`config.mk`:
```
export PLATFORM = sky130hd
export DESIGN_NAME = case_vec_driver
export DESIGN_NICKNAME = d
export VERILOG_FILES = /design/src/rtl/case_vec_pkg.sv /design/src/rtl/case_hold_model.sv /design/src/rtl/case_vec_driver.sv
export SDC_FILE = /design/constraint.sdc
export NUM_CORES = 1
export LEC_CHECK = 0
export ABC_AREA = 0
export ABC_CLOCK_PERIOD_IN_PS = 2900
export CAP_MARGIN = 20
export CORE_ASPECT_RATIO = 1.5
export CORE_MARGIN = 3
export CORE_UTILIZATION = 51
export CTS_CLUSTER_SIZE = 28
export DETAILED_ROUTE_END_ITERATION = 10
export PLACE_DENSITY = 0.8
export RECOVER_POWER = 100
export SYNTH_ARGS = -nofsm -noshare
export SYNTH_HDL_FRONTEND = slang
export SYNTH_SLANG_ARGS = --single-unit
```
`constraint.sdc`:
```
create_clock -name clk -period 2.9 [get_ports clk]
set_input_delay 0.725 -clock clk [delete_from_list [all_inputs] [get_ports clk]]
set_output_delay 0.725 -clock clk [all_outputs]
set_load 0.05 [all_outputs]
```
`src/rtl/case_vec_pkg.sv`:
```
// Shared types and the hold-model reference for the case-decoder vector driver.
package case_vec_pkg;

    typedef enum logic [1:0] {IDLE, WAIT, CHECK, DONE} state_t;

    localparam int DEF_W          = 3;
    localparam int DEF_NUM_LABELS = 3;
    localparam int MAX_W          = 8;

    // A key that hits a label becomes the new result; any other key keeps the old one.
    function automatic logic [MAX_W-1:0] exp_next(input logic [MAX_W-1:0] key,
                                                  input logic [MAX_W-1:0] exp_prev,
                                                  input int               num_labels);
        return (int'(key) < num_labels) ? key : exp_prev;
    endfunction

endpackage

```
`src/rtl/case_hold_model.sv`:
```
// Registered expected-result model of the hold decoder, with clear and load.
module case_hold_model
    import case_vec_pkg::*;
#(
    parameter int W = DEF_W
) (
    input  logic         i_clk,
    input  logic         i_rst,
    input  logic         i_clear,
    input  logic         i_load,
    input  logic [W-1:0] i_next,
    output logic [W-1:0] o_exp
);

    logic [W-1:0] r_exp;

    always_ff @(posedge i_clk) begin
        if (i_rst || i_clear) begin
            r_exp <= '0;
        end else if (i_load) begin
            r_exp <= i_next;
        end
    end

    assign o_exp = r_exp;

endmodule

```
`src/rtl/case_vec_driver.sv`:
```
// Walks every operand pair into a masked-label case decoder and checks its result
// against a hold model, keeping a sticky error, first failing index and error count.
module case_vec_driver
    import case_vec_pkg::*;
#(
    parameter int W          = DEF_W,
    parameter int NUM_LABELS = DEF_NUM_LABELS,
    parameter int SETTLE     = 1
) (
    input  logic           clk,
    input  logic           rst,
    input  logic           start,
    input  logic [W-1:0]   result,
    output logic [W-1:0]   val1,
    output logic [W-1:0]   val2,
    output logic           busy,
    output logic           done,
    output logic           error,
    output logic [2*W-1:0] fail_idx,
    output logic [2*W:0]   err_count
);

    localparam int IW = 2 * W;
    localparam int EW = 2 * W + 1;
    localparam int CW = $clog2(SETTLE + 1) + 1;
    localparam logic [IW-1:0] LAST_IDX  = '1;
    localparam logic [CW-1:0] SETTLE_LD = CW'(SETTLE);

    state_t        r_state;
    state_t        w_stateNext;
    logic [IW-1:0] r_idx;
    logic [CW-1:0] r_cnt;
    logic          r_error;
    logic [IW-1:0] r_failIdx;
    logic [EW-1:0] r_errCount;

    logic          w_accept;
    logic          w_checking;
    logic          w_mismatch;
    logic [W-1:0]  w_key;
    logic [W-1:0]  w_exp;
    logic [W-1:0]  w_expNext;

    assign val1       = r_idx[IW-1:W];
    assign val2       = r_idx[W-1:0];
    assign w_key      = val1 & val2;
    assign w_accept   = (r_state == IDLE) && start;
    assign w_checking = (r_state == CHECK);
    assign w_expNext  = W'(exp_next(MAX_W'(w_key), MAX_W'(w_exp), NUM_LABELS));
    assign w_mismatch = w_checking && (result != w_expNext);

    case_hold_model #(.W(W)) u_holdModel (
        .i_clk   (clk),
        .i_rst   (rst),
        .i_clear (w_accept),
        .i_load  (w_checking),
        .i_next  (w_expNext),
        .o_exp   (w_exp)
    );

    always_ff @(posedge clk) begin
        if (rst) begin
            r_state <= IDLE;
        end else begin
            r_state <= w_stateNext;
        end
    end

    always_comb begin
        w_stateNext = r_state;
        busy        = 1'b0;
        done        = 1'b0;
        case (r_state)
            IDLE: begin
                if (start) begin
                    w_stateNext = WAIT;
                end
            end
            WAIT: begin
                busy = 1'b1;
                if (r_cnt <= CW'(1)) begin
                    w_stateNext = CHECK;
                end
            end
            CHECK: begin
                busy        = 1'b1;
                w_stateNext = (r_idx == LAST_IDX) ? DONE : WAIT;
            end
            DONE: begin
                done        = 1'b1;
                w_stateNext = IDLE;
            end
            default: w_stateNext = IDLE;
        endcase
    end

    // Vector index, settle counter and error bookkeeping; results hold after DONE.
    always_ff @(posedge clk) begin
        if (rst) begin
            r_idx      <= '0;
            r_cnt      <= '0;
            r_error    <= 1'b0;
            r_failIdx  <= '0;
            r_errCount <= '0;
        end else begin
            case (r_state)
                IDLE: begin
                    if (start) begin
                        r_idx      <= '0;
                        r_cnt      <= SETTLE_LD;
                        r_error    <= 1'b0;
                        r_failIdx  <= '0;
                        r_errCount <= '0;
                    end
                end
                WAIT: begin
                    r_cnt <= r_cnt - CW'(1);
                end
                CHECK: begin
                    if (w_mismatch) begin
                        r_error <= 1'b1;
                        if (r_errCount != '1) begin
                            r_errCount <= r_errCount + EW'(1);
                        end
                        if (!r_error) begin
                            r_failIdx <= r_idx;
                        end
                    end
                    if (r_idx != LAST_IDX) begin
                        r_idx <= r_idx + IW'(1);
                        r_cnt <= SETTLE_LD;
                    end
                end
                default: begin
                end
            endcase
        end
    end

    assign error     = r_error;
    assign fail_idx  = r_failIdx;
    assign err_count = r_errCount;

endmodule

```
==> flow_summary.rst, run 1 <==
.. list-table::
   :header-rows: 1

   * - Metric
     - Value
   * - Overall track demand over capacity in global routing
     - roughly 22%
   * - Part of the Yosys area used for sequential elements
     - a little over a third
   * - Resized cells post-CTS
     - 0
   * - Final core utilization
     - between 60% and 70%
   * - Required @ worst endpoint
     - 2170 ps
   * - Levels on crit path
     - 3
   * - Detailed Route WL
     - 3670 um
   * - Count of final hold-check violations
     - 0
   * - Final number of max-transition violations
     - 0
   * - TritonCTS Buffers
     - 3
   * - Layout overhead on the synthesized area
     - 22.2%
   * - Setup repair after global routing missed its margin
     - false
   * - Max incr delay on CP
     - around 880 ps
   * - Setup clock skew after layout
     - approximately 5.7 ps
   * - Most common flop cell mapped by yosys
     - sky130_fd_sc_hd__dfxtp_1
   * - Pin count of the biggest net entering global routing
     - 17
   * - Clock tree from TritonCTS
     - yes
   * - Initial core utilization
     - a little over half
   * - Sort of element at the start of the critical path
     - flip-flop
   * - Average cell area after synthesis
     - slightly below 9 sq um
   * - Number of antenna diodes
     - 0
   * - Number of nets produced by synthesis
     - approximately 190
   * - Post-Route Setup TNS
     - 0 ps
   * - Via count normalized by instance count
     - 5.88
   * - Count of placed standard cells in the final layout, fillers left out
     - roughly 240
   * - Worst Hold Slack
     - about 480 ps
   * - Final nets
     - 213
   * - Run status
     - finished, final reports clean
   * - VDD IR-drop max
     - a little over 300 uV
   * - Clock root buffer master
     - sky130_fd_sc_hd__clkbuf_8
   * - Number of standard-cell rows in the floorplan
     - 23
   * - Total cell area at the placement stage
     - ~0.0018 sq mm
   * - Crit path max-delay cell type
     - sky130_fd_sc_hd__dlygate4sd3_1
   * - Via count
     - 1382
   * - Minimum clock period
     - 2690 ps
   * - Worst path bufs/invs
     - 2
   * - Final weighted congestion in routability-driven placement
     - 0.977
   * - Clock insertion delay at the later pin of the skew report
     - around 270 ps
   * - Clk sink count
     - 27
   * - Chip Height
     - 72.4 um
   * - Number of top-level pins
     - 28
   * - Critical path arrival
     - just under 2000 ps
   * - Syn Inst Count
     - 171
   * - DIE AREA
     - 0.00364 sq mm
   * - Placed wire-length estimate
     - approximately 2800 um
   * - Family with the most delay on the worst path
     - buffers and inverters
   * - Overall die width
     - approximately 50 um
   * - Most common cell after layout, fill and taps aside
     - sky130_fd_sc_hd__dfxtp_1
   * - Power per cell area
     - 493 mW/mm^2
   * - Via count of the first global-routing pass
     - 1433
   * - Max Cap Violations
     - 0
   * - Number of placed cells counting well taps
     - around 230
   * - Quantity of I/O buffers inserted on ports
     - 27
   * - Hold path cells
     - 1
   * - Count of final setup violators
     - 0
   * - Warnings, synthesis
     - 0
   * - Count of unique library cells instantiated by Yosys
     - 47
   * - Critical Path Fanout Max
     - 4
   * - FF+latch count, synth
     - 27
   * - Detail-routed net length per standard cell
     - roughly 16 um
   * - First drt pass iteration count
     - 4
   * - Layout Cell Area excl Fill
     - ~0.0018 sq mm
   * - Slew headroom
     - around 63%
   * - CP Capture Type
     - output port
   * - Async set or reset register ratio after synthesis
     - 0%
   * - Fraction of layout cells with a size suffix above 1
     - slightly above 7%
   * - Hold-fix buffers, CTS
     - 0
   * - Initial DRC count
     - 40
   * - Post-CTS Setup Bufs
     - 0
   * - Max H-tree Level
     - 1
   * - Critical path, cell by cell
     - inv_1 -> ha_1 -> dlygate4sd3_1
   * - Clock tree buffer depth
     - 2
   * - Wire length of the first global-routing pass
     - 6460 um
   * - Achievable clock frequency
     - roughly 370 MHz
   * - Netlist area before placement
     - 0.00150 sq mm
   * - Worst reg2reg path depth
     - 9
   * - Residual antenna-violating net count after detailed routing
     - 0
   * - Worst hold path class
     - reg2reg
   * - EDFF count, synth
     - 0
   * - Slew of the pin with the lowest slew margin
     - around 550 ps
   * - DRC violations left
     - 0
   * - Placeable Area
     - ~0.0027 sq mm
   * - P_leak
     - between 0.7 and 0.8 nW
   * - Final cycle utilization of the critical path
     - ~90%
   * - Type of the worst setup path
     - reg2out
   * - Number of antenna violations at the first check in global routing
     - 0
   * - Highest-count cells in the layout ignoring fill and taps
     - sky130_fd_sc_hd__dfxtp_1, sky130_fd_sc_hd__dlygate4sd3_1, sky130_fd_sc_hd__nand2_1, sky130_fd_sc_hd__a21oi_1, sky130_fd_sc_hd__nor2_1
   * - Clock slew at reported path FFs
     - approximately 100 ps
   * - Total gr overflow
     - 0
## metrics by stage
step                      total power, mW  setup slack, ps
after floorplan                     0.624              653
after global placement              0.691              159
after CTS                           0.914              286
after detailed placement            0.701             47.8
after global routing                0.952              137
final                               0.902              212
## cells in the mapped netlist (all sizes together) (4+ instances only)
library cell,instances,area (sq um)
inv,7,26.3
a21oi,14,81.3
nand2,15,56.3
clkbuf,4,15.0
mux2i,4,40.0
o21ai,6,30.0
nor2,13,48.8
nand3,10,50.1
nand2b,4,25.0
or2,4,25.0
a22o,6,61.3
dfxtp,27,541
nand4,6,37.5
ha,8,100
## flip-flops by register name, summed over array words and instances, names as in the netlist
signal             flops
r_idx                  6
r_cnt                  2
fail_idx               6
error                  1
r_state                2
err_count              7
u_holdModel.o_exp      3
## layer usage
layer / vias to the layer above / wire length (um) / track usage [%]
met1: 662 / 1480 / 23.7
li1: 679 / - / -
met4: 0 / 48 / 8.62
met3: 7 / 148 / 3.70
met5: - / 0 / 0
met2: 34 / 1990 / 42.7
## layout make-up
type	instances	area, sq um
fill	231	903
multi-input combinational	131	887
inverter	7	26.3
clock buffer	3	41.3
tap	37	46.3
clock inverter	1	7.51
timing repair buffer	29	282
sequential	27	541
## path summary, 6_finish.rpt
kind | startpoint | slack, ps | to
worst max register to register | r_state[0]$_SDFFE_PP0P_ | 370 | err_count[5]$_SDFFE_PP0P_
worst min register to register | fail_idx[5]$_SDFFE_PP0P_ | 480 | fail_idx[5]$_SDFFE_PP0P_
worst min-delay path | fail_idx[5]$_SDFFE_PP0P_ | 480 | fail_idx[5]$_SDFFE_PP0P_
worst max-delay path | r_state[0]$_SDFFE_PP0P_ | 210 | busy
## report_power, final
part	leakage, nW	switching (mW)	total [mW]	internal (mW)
sequential	0.219	0.0164	0.404	0.388
clock	0.0217	0.121	0.219	0.0976
combinational	0.487	0.176	0.279	0.103
total	0.728	0.314	0.902	0.588
## cell families after synthesis
group | Yosys count | share of synthesized area [%]
AND/OR/NAND/NOR | 72 | 26.1
AO/OA/AOI/OAI | 43 | 21.6
multiplexers | 5 | 3.43
XOR/XNOR | 3 | 1.75
buffers and inverters | 13 | 4.26
flip-flops | 27 | 36.1
adder cells (fa/ha/maj) | 8 | 6.68
Note: power is estimated with default switching activity, not from simulation.
==> run 2: changes to the inputs <==
--- a/config.mk
+++ b/config.mk
@@ -7,7 +7,7 @@
 export LEC_CHECK = 0
 export ABC_AREA = 0
 export ABC_CLOCK_PERIOD_IN_PS = 2900
-export CAP_MARGIN = 20
+export CAP_MARGIN = 5
 export CORE_ASPECT_RATIO = 1.5
 export CORE_MARGIN = 3
 export CORE_UTILIZATION = 51
==> results of run 2 <==
The final DEF is identical to that of run 1; final timing and power are the same.
==> run 3: changes to the inputs <==
--- a/config.mk
+++ b/config.mk
@@ -18,3 +18,4 @@
 export SYNTH_ARGS = -nofsm -noshare
 export SYNTH_HDL_FRONTEND = slang
 export SYNTH_SLANG_ARGS = --single-unit
+export TNS_END_PERCENT = 5
==> results of run 3 <==
The final DEF is identical to that of run 1; final timing and power are the same.
